--- src/rtl/dn_loader_pkg.sv ---
// dn_loader_pkg: shared types and constants for the download sequencer.
package dn_loader_pkg;

  // Sequencer states; anything other than ST_IDLE holds the system in reset.
  typedef enum logic [1:0] {
    ST_IDLE    = 2'd0,
    ST_ACTIVE  = 2'd1,
    ST_DRAIN   = 2'd2,
    ST_RELEASE = 2'd3
  } dl_state_e;

  // Width of the ioctl byte address bus.
  localparam int IOCTL_ADDR_W = 25;

  // A buffered write is {index, addr, data}.
  function automatic int entry_width(input int addr_w);
    return 8 + addr_w + 8;
  endfunction

endpackage

--- src/rtl/dn_loader_fifo.sv ---
// dn_loader_fifo: synchronous FIFO with a combinational head read.
// A push while full is taken only when a pop frees the head slot in the same cycle.
module dn_loader_fifo #(
  parameter int WIDTH = 30,
  parameter int DEPTH = 4
) (
  input  logic                     clk_sys,
  input  logic                     reset,
  input  logic                     push,
  input  logic                     pop,
  input  logic [WIDTH-1:0]         din,
  output logic [WIDTH-1:0]         dout,
  output logic                     full,
  output logic                     empty,
  output logic [$clog2(DEPTH):0]   count
);

  localparam int PTR_W = $clog2(DEPTH);
  localparam int CNT_W = PTR_W + 1;

  logic [WIDTH-1:0] mem_q [DEPTH];
  logic [PTR_W-1:0] wr_ptr_q, wr_ptr_d;
  logic [PTR_W-1:0] rd_ptr_q, rd_ptr_d;
  logic [CNT_W-1:0] count_q, count_d;
  logic             push_ok;
  logic             pop_ok;

  // Qualify push/pop and compute next pointers and occupancy.
  always_comb begin
    pop_ok   = pop && (count_q != '0);
    push_ok  = push && ((count_q != CNT_W'(DEPTH)) || pop_ok);
    wr_ptr_d = wr_ptr_q;
    rd_ptr_d = rd_ptr_q;
    if (push_ok) wr_ptr_d = wr_ptr_q + PTR_W'(1);
    if (pop_ok)  rd_ptr_d = rd_ptr_q + PTR_W'(1);
    count_d  = count_q + CNT_W'(push_ok) - CNT_W'(pop_ok);
  end

  // Storage array; no reset so it maps onto RAM resources.
  always_ff @(posedge clk_sys) begin
    if (push_ok) mem_q[wr_ptr_q] <= din;
  end

  // Pointer and occupancy registers; reset flushes the FIFO.
  always_ff @(posedge clk_sys) begin
    if (reset) begin
      wr_ptr_q <= '0;
      rd_ptr_q <= '0;
      count_q  <= '0;
    end else begin
      wr_ptr_q <= wr_ptr_d;
      rd_ptr_q <= rd_ptr_d;
      count_q  <= count_d;
    end
  end

  assign dout  = mem_q[rd_ptr_q];
  assign full  = (count_q == CNT_W'(DEPTH));
  assign empty = (count_q == '0);
  assign count = count_q;

endmodule

--- src/rtl/dn_loader.sv ---
// dn_loader: buffers ioctl download bytes onto the dn_* write port, range-checks
// addresses and holds the system in reset for the download plus a release tail.
// Optional DN_LOADER_CHECKSUM_EN adds a modulo-256 checksum of issued bytes.
module dn_loader
  import dn_loader_pkg::*;
#(
  parameter int ADDR_W         = 14,
  parameter int FIFO_DEPTH     = 4,
  parameter int RELEASE_CYCLES = 16
) (
  input  logic                    clk_sys,
  input  logic                    reset,
  input  logic                    ioctl_download,
  input  logic                    ioctl_wr,
  input  logic [IOCTL_ADDR_W-1:0] ioctl_addr,
  input  logic [7:0]              ioctl_dout,
  input  logic [7:0]              ioctl_index,
  output logic                    ioctl_wait,
  output logic [ADDR_W-1:0]       dn_addr,
  output logic [7:0]              dn_data,
  output logic [7:0]              dn_index,
  output logic                    dn_wr,
  input  logic                    dn_ready,
  output logic                    sys_reset,
  output logic                    dl_active,
  output logic                    dl_error,
  output logic [IOCTL_ADDR_W-1:0] byte_count
`ifdef DN_LOADER_CHECKSUM_EN
  ,
  output logic [7:0]              checksum
`endif
);

  localparam int ENTRY_W = entry_width(ADDR_W);
  localparam int CNT_W   = $clog2(FIFO_DEPTH) + 1;
  localparam int REL_W   = (RELEASE_CYCLES > 1) ? $clog2(RELEASE_CYCLES) : 1;

  dl_state_e               state_q, state_d;
  logic                    dl_prev_q;
  logic [REL_W-1:0]        rel_cnt_q, rel_cnt_d;
  logic [IOCTL_ADDR_W-1:0] byte_count_q, byte_count_d;
  logic                    dl_error_q, dl_error_d;
  logic                    wait_q, wait_d;
  logic                    dn_wr_q, dn_wr_d;
  logic [ADDR_W-1:0]       dn_addr_q, dn_addr_d;
  logic [7:0]              dn_data_q, dn_data_d;
  logic [7:0]              dn_index_q, dn_index_d;

  logic                    dl_rise;
  logic                    in_range;
  logic                    accept;
  logic                    drop;
  logic                    pop;
  logic [CNT_W-1:0]        count_next;
  logic [ENTRY_W-1:0]      fifo_din;
  logic [ENTRY_W-1:0]      fifo_dout;
  logic                    fifo_full;
  logic                    fifo_empty;
  logic [CNT_W-1:0]        fifo_count;

  dn_loader_fifo #(
    .WIDTH (ENTRY_W),
    .DEPTH (FIFO_DEPTH)
  ) u_fifo (
    .clk_sys (clk_sys),
    .reset   (reset),
    .push    (accept),
    .pop     (pop),
    .din     (fifo_din),
    .dout    (fifo_dout),
    .full    (fifo_full),
    .empty   (fifo_empty),
    .count   (fifo_count)
  );

  // Accept/drop decision, FSM next state, counters and the issue path.
  always_comb begin
    dl_rise  = ioctl_download && !dl_prev_q;
    in_range = (ioctl_addr[IOCTL_ADDR_W-1:ADDR_W] == '0);
    pop      = !fifo_empty && dn_ready;
    // A full FIFO still takes a write when the head leaves in the same cycle.
    accept   = (state_q == ST_ACTIVE) && ioctl_wr && in_range && (!fifo_full || pop);
    drop     = (state_q == ST_ACTIVE) && ioctl_wr && !accept;
    fifo_din = {ioctl_index, ioctl_addr[ADDR_W-1:0], ioctl_dout};
    count_next = fifo_count + CNT_W'(accept) - CNT_W'(pop);

    state_d      = state_q;
    rel_cnt_d    = rel_cnt_q;
    byte_count_d = byte_count_q + IOCTL_ADDR_W'(accept);
    dl_error_d   = dl_error_q || drop;

    case (state_q)
      ST_IDLE: begin
        if (dl_rise) begin
          state_d      = ST_ACTIVE;
          byte_count_d = '0;
          dl_error_d   = 1'b0;
        end
      end
      ST_ACTIVE: begin
        if (!ioctl_download) state_d = ST_DRAIN;
      end
      ST_DRAIN: begin
        if (dl_rise) begin
          state_d      = ST_ACTIVE;
          byte_count_d = '0;
          dl_error_d   = 1'b0;
        end else if (fifo_empty) begin
          // The last issued write is already on the port and ends at this edge.
          state_d   = ST_RELEASE;
          rel_cnt_d = REL_W'(RELEASE_CYCLES - 1);
        end
      end
      default: begin
        if (dl_rise) begin
          state_d      = ST_ACTIVE;
          byte_count_d = '0;
          dl_error_d   = 1'b0;
        end else if (rel_cnt_q == '0) begin
          state_d = ST_IDLE;
        end else begin
          rel_cnt_d = rel_cnt_q - REL_W'(1);
        end
      end
    endcase

    // One entry of slack covers a write already in flight from the source.
    wait_d = (state_d == ST_ACTIVE) && (count_next >= CNT_W'(FIFO_DEPTH - 1));

    dn_wr_d    = pop;
    dn_addr_d  = dn_addr_q;
    dn_data_d  = dn_data_q;
    dn_index_d = dn_index_q;
    if (pop) begin
      dn_index_d = fifo_dout[ENTRY_W-1 -: 8];
      dn_addr_d  = fifo_dout[ADDR_W+7:8];
      dn_data_d  = fifo_dout[7:0];
    end
  end

  // Sequencer state and registered outputs.
  always_ff @(posedge clk_sys) begin
    if (reset) begin
      state_q      <= ST_IDLE;
      dl_prev_q    <= 1'b0;
      rel_cnt_q    <= '0;
      byte_count_q <= '0;
      dl_error_q   <= 1'b0;
      wait_q       <= 1'b0;
      dn_wr_q      <= 1'b0;
      dn_addr_q    <= '0;
      dn_data_q    <= '0;
      dn_index_q   <= '0;
    end else begin
      state_q      <= state_d;
      dl_prev_q    <= ioctl_download;
      rel_cnt_q    <= rel_cnt_d;
      byte_count_q <= byte_count_d;
      dl_error_q   <= dl_error_d;
      wait_q       <= wait_d;
      dn_wr_q      <= dn_wr_d;
      dn_addr_q    <= dn_addr_d;
      dn_data_q    <= dn_data_d;
      dn_index_q   <= dn_index_d;
    end
  end

`ifdef DN_LOADER_CHECKSUM_EN
  logic [7:0] checksum_q, checksum_d;

  // Running sum of issued bytes; restarts only on a fresh download from idle.
  always_comb begin
    checksum_d = checksum_q;
    if (state_q == ST_IDLE && dl_rise) checksum_d = '0;
    else if (pop)                      checksum_d = checksum_q + fifo_dout[7:0];
  end

  // Checksum register.
  always_ff @(posedge clk_sys) begin
    if (reset) checksum_q <= '0;
    else       checksum_q <= checksum_d;
  end

  assign checksum = checksum_q;
`endif

  assign ioctl_wait = wait_q;
  assign dn_wr      = dn_wr_q;
  assign dn_addr    = dn_addr_q;
  assign dn_data    = dn_data_q;
  assign dn_index   = dn_index_q;
  assign dl_error   = dl_error_q;
  assign byte_count = byte_count_q;
  assign dl_active  = (state_q != ST_IDLE);
  assign sys_reset  = reset || (state_q != ST_IDLE);

endmodule

--- config.mk ---
export PLATFORM = sky130hd
export DESIGN_NAME = dn_loader
export DESIGN_NICKNAME = d
export VERILOG_FILES = /design/src/rtl/dn_loader_pkg.sv /design/src/rtl/dn_loader_fifo.sv /design/src/rtl/dn_loader.sv
export SDC_FILE = /design/constraint.sdc
export NUM_CORES = 1
export LEC_CHECK = 0
export ABC_AREA = 1
export CAP_MARGIN = 0
export CORE_AREA = 4 4 131 133
export CTS_CLUSTER_DIAMETER = 150
export DETAILED_ROUTE_END_ITERATION = 16
export DIE_AREA = 0 0 135 137
export PLACE_DENSITY_LB_ADDON = 0.1
export SYNTH_ARGS = -nofsm -noshare
export SYNTH_HDL_FRONTEND = slang
export SYNTH_SLANG_ARGS = --single-unit
--- constraint.sdc ---
create_clock -name clk_sys -period 2.64 [get_ports clk_sys]
set_input_delay 0.264 -clock clk_sys [delete_from_list [all_inputs] [get_ports clk_sys]]
set_output_delay 0.264 -clock clk_sys [all_outputs]
set_load 0.01 [all_outputs]
==> results.md <==
* Status: finished clean
* Drt initial violations at between 300 and 400
* Mapped Nets at between 800 and 900
* Max-Slew Margin vs Limit at approximately two fifths
* RR Endpoint: byte_count[12]
* Final ANT Viol Nets at 0
* Die Y at around 140 µm
* R2R setup slack at around 500 ps
* Core outline area at around 16000 µm²
* Area contributors post-synth: edfxtp_1 46%, dfxtp_1 19%, nor2_1 8.9%
* Slew @ Worst Pin at 917.8 ps
* GP Congestion at 0.9048
* Final non-filler cell total at 1099
* Hold-fix buffers, CTS at 0
* GRT Util Overall at roughly a fifth
* Top post-synthesis cells by count: 184 x nor2_1, 120 x edfxtp_1, 96 x o21ai_0
* Placed cell count at 1067
* Synthesized instance count at between 700 and 800
* Drt via density at between 5 and 6
* Area grow syn2layout at 24.41%
* Met2 WL post-DR at approximately 8.6 mm
* Max Clock Skew at between 10 and 15 ps
* Critical path arrival at about 2500 ps
* DP HPWL at 10.53 mm
* Share of layout cells above drive strength 1 at 7.135%
* Met3 wire length at between 1 and 1.5 mm
* Critical Path Start Type: register
* Critical Path Max Stage Delay at between 300 and 400 ps
* PostCTS Resize Cnt at 0
* Fin crit share at about four fifths
* I/O pin count at roughly 110
* Leakage at between 3 and 4 nW
* Synthesized area at about 7700 µm²
* Share of synthesized flip-flops with an asynchronous set or reset at 0%
* Via Count at between 5000 and 6000
* Post-synth EDFFs at 120
* WHS Path Cells at 3
* Max Cap Viol at 0
* Pwr/cell area at 790.1 nW/µm²
* Crit path required time at between 2000 and 3000 ps
* Hold/Removal Path Class: input pin to register
* Crit path top cell by count: nand3_1
* Root Buffer: clkbuf_16
* Die Footprint at around 18000 µm²
* Peak supply drop at around 0.55 mV
* Vias in the first global route at about 5500
* Synth Flop Type: edfxtp_1
* First-pass GRT wire length at approximately 27 mm
* DRT met1 WL at roughly 7.1 mm
* Highest clock rate at 467.7 MHz
* Final Slew Violations at 0
* Initial antenna violation count at 0
* PortBufs at 105
* WHS Endpoint: dl_prev_q
* GRT overflow at 0
* # setup viols final at 0
* Minimum clock period at about 2100 ps
* Sink Count at ~190
* Reg2reg start: state_q[1]
* Final wirelength at 17.02 mm
* DR pass1 iterations at 6
* CTS Buffer Depth at 2
* Final nets at 929
* # DRC at 0
* Most common cell in the synthesized netlist: nor2_1
* RSZ-0062 raised after global routing: no
* Critical path cell sequence: inv_2, nand3_1, nor2_1, nand3_1, inv_1, ha_1, ha_1, nand3_1, nor2_4, nand2_1, inv_1, nand2_1, o21ai_1, nor2_1
* Min-delay src: ioctl_download
* Yosys warnings at 0
* FP Rows at 46
* Clock transition at the registers of the reported paths at 70 ps
* Initial Util at just under 50%
* Avg WL per Cell at 15.49 µm
* Register area share after synthesis at 65.10%
* Dominant cell type by area after synthesis: edfxtp_1
* Mapped Avg Cell Area at about 10 µm²
* Clock Latency Late Sink at about 420 ps
* Die width at ~140 µm
* Reg2Reg Depth at 14
* Top routing layer in use: met4
* #FFs+latches synth at 192
* Crit path capture type: register
* TritonCTS buffer count at 17
* CTS tree: yes
* Slowest cell on crit path: dfxtp_1
* Postcts setup bufs at 0
* Distinct cell type count after synthesis at 29
* Synth top area share at about 46%
* N_diodes at 0
* Largest net degree at the start of global routing at 63
* H-tree depth at 4
* CP Max Fanout at 7
* Critical path class: register to register
* Final Hold Fails at 0
* Setup TNS at 0 ps
[final cells by class]
cell class	count	area, µm²
Timing Repair Buffer	117	1179
Sequential cell	192	5046
Inverter	58	217.7
Multi-Input combinational cell	484	2374
Clock buffer	20	456.7
Fill cell	1286	6186
Tap cell	216	270.3
Clock inverter	12	98.84
[sequential cells by signal, summed over array words and instances (netlist names), 3 cells and up]
| name | flops |
|---|---|
| byte_count | 25 |
| dn_addr | 14 |
| dn_data | 8 |
| dn_index | 8 |
| rel_cnt_q | 4 |
| u_fifo.count | 3 |
| u_fifo.mem_q | 120 |
[where the power goes]
part	switching, mW	leakage (nW)	internal (mW)
combinational	0.952	1.41	0.708
sequential	0.148	1.67	3.41
clock	1.12	0.273	1.28
[placed cells by master (no fill, tap or decap), drive strengths merged, types with 5 or more instances in the layout]
master,n
inv,64
buf,12
nand2,76
clkbuf,20
nand4,5
o21ai,101
edfxtp,120
a21oi,22
nand3,28
ha,11
nor2,192
a31oi,31
clkdlybuf4s50,105
dfxtp,72
[metrics by stage]
step	power, mW	cell area, µm²	setup WS [ps]	hold slack, ps	utilization (%)
6_report	7.618	9642	502.1	458.4	60.92
5_1_grt	8.045	9642	265.3	450.2	60.92
4_1_cts	7.690	9642	495.3	449.7	60.92
3_5_place_dp	5.294	9086	149.9	462.5	57.41
3_3_place_gp	5.251	9086	195.1	465.9	57.41
2_1_floorplan	4.558	7750	106.0	362.9	-
[kinds of logic after synthesis]
family	share of synthesized area, %
adder cells (fa/ha/maj)	2.293
AND/OR/NAND/NOR	16.47
buffers and inverters	4.666
XOR/XNOR	0.7911
AO/OA/AOI/OAI	10.69
flip-flops	65.10
[routing by layer]
layer  GRT usage [%]  up-vias
li1                -     2810
met1           23.31     2673
met2           33.05      183
met3           4.743       19
met4           4.815        0
met5               0        -
[worst max path at each step]
stage | from | cells past startpoint | slack, ps | endpoint
2_1_floorplan | state_q[1] | 6 | 110 | u_fifo.mem_q[0][0]
5_1_grt | state_q[1] | 7 | 270 | byte_count[4]
4_1_cts | state_q[1] | 14 | 500 | byte_count[24]
3_5_place_dp | ioctl_download | 8 | 150 | byte_count[4]
3_3_place_gp | ioctl_download | 8 | 200 | byte_count[4]
6_report | state_q[1] | 14 | 500 | byte_count[12]
[critical path: cells and delay by family, from the launching register on]
| kind | cells | cell delay, ps |
|---|---|---|
| DFF | 1 | 340 |
| AOI/OAI and AO/OA | 1 | 140 |
| and+or+nand+nor | 8 | 860 |
| adders and majority gates | 2 | 390 |
| buffers and inverters | 3 | 320 |
(Power assumes the default switching activity.)
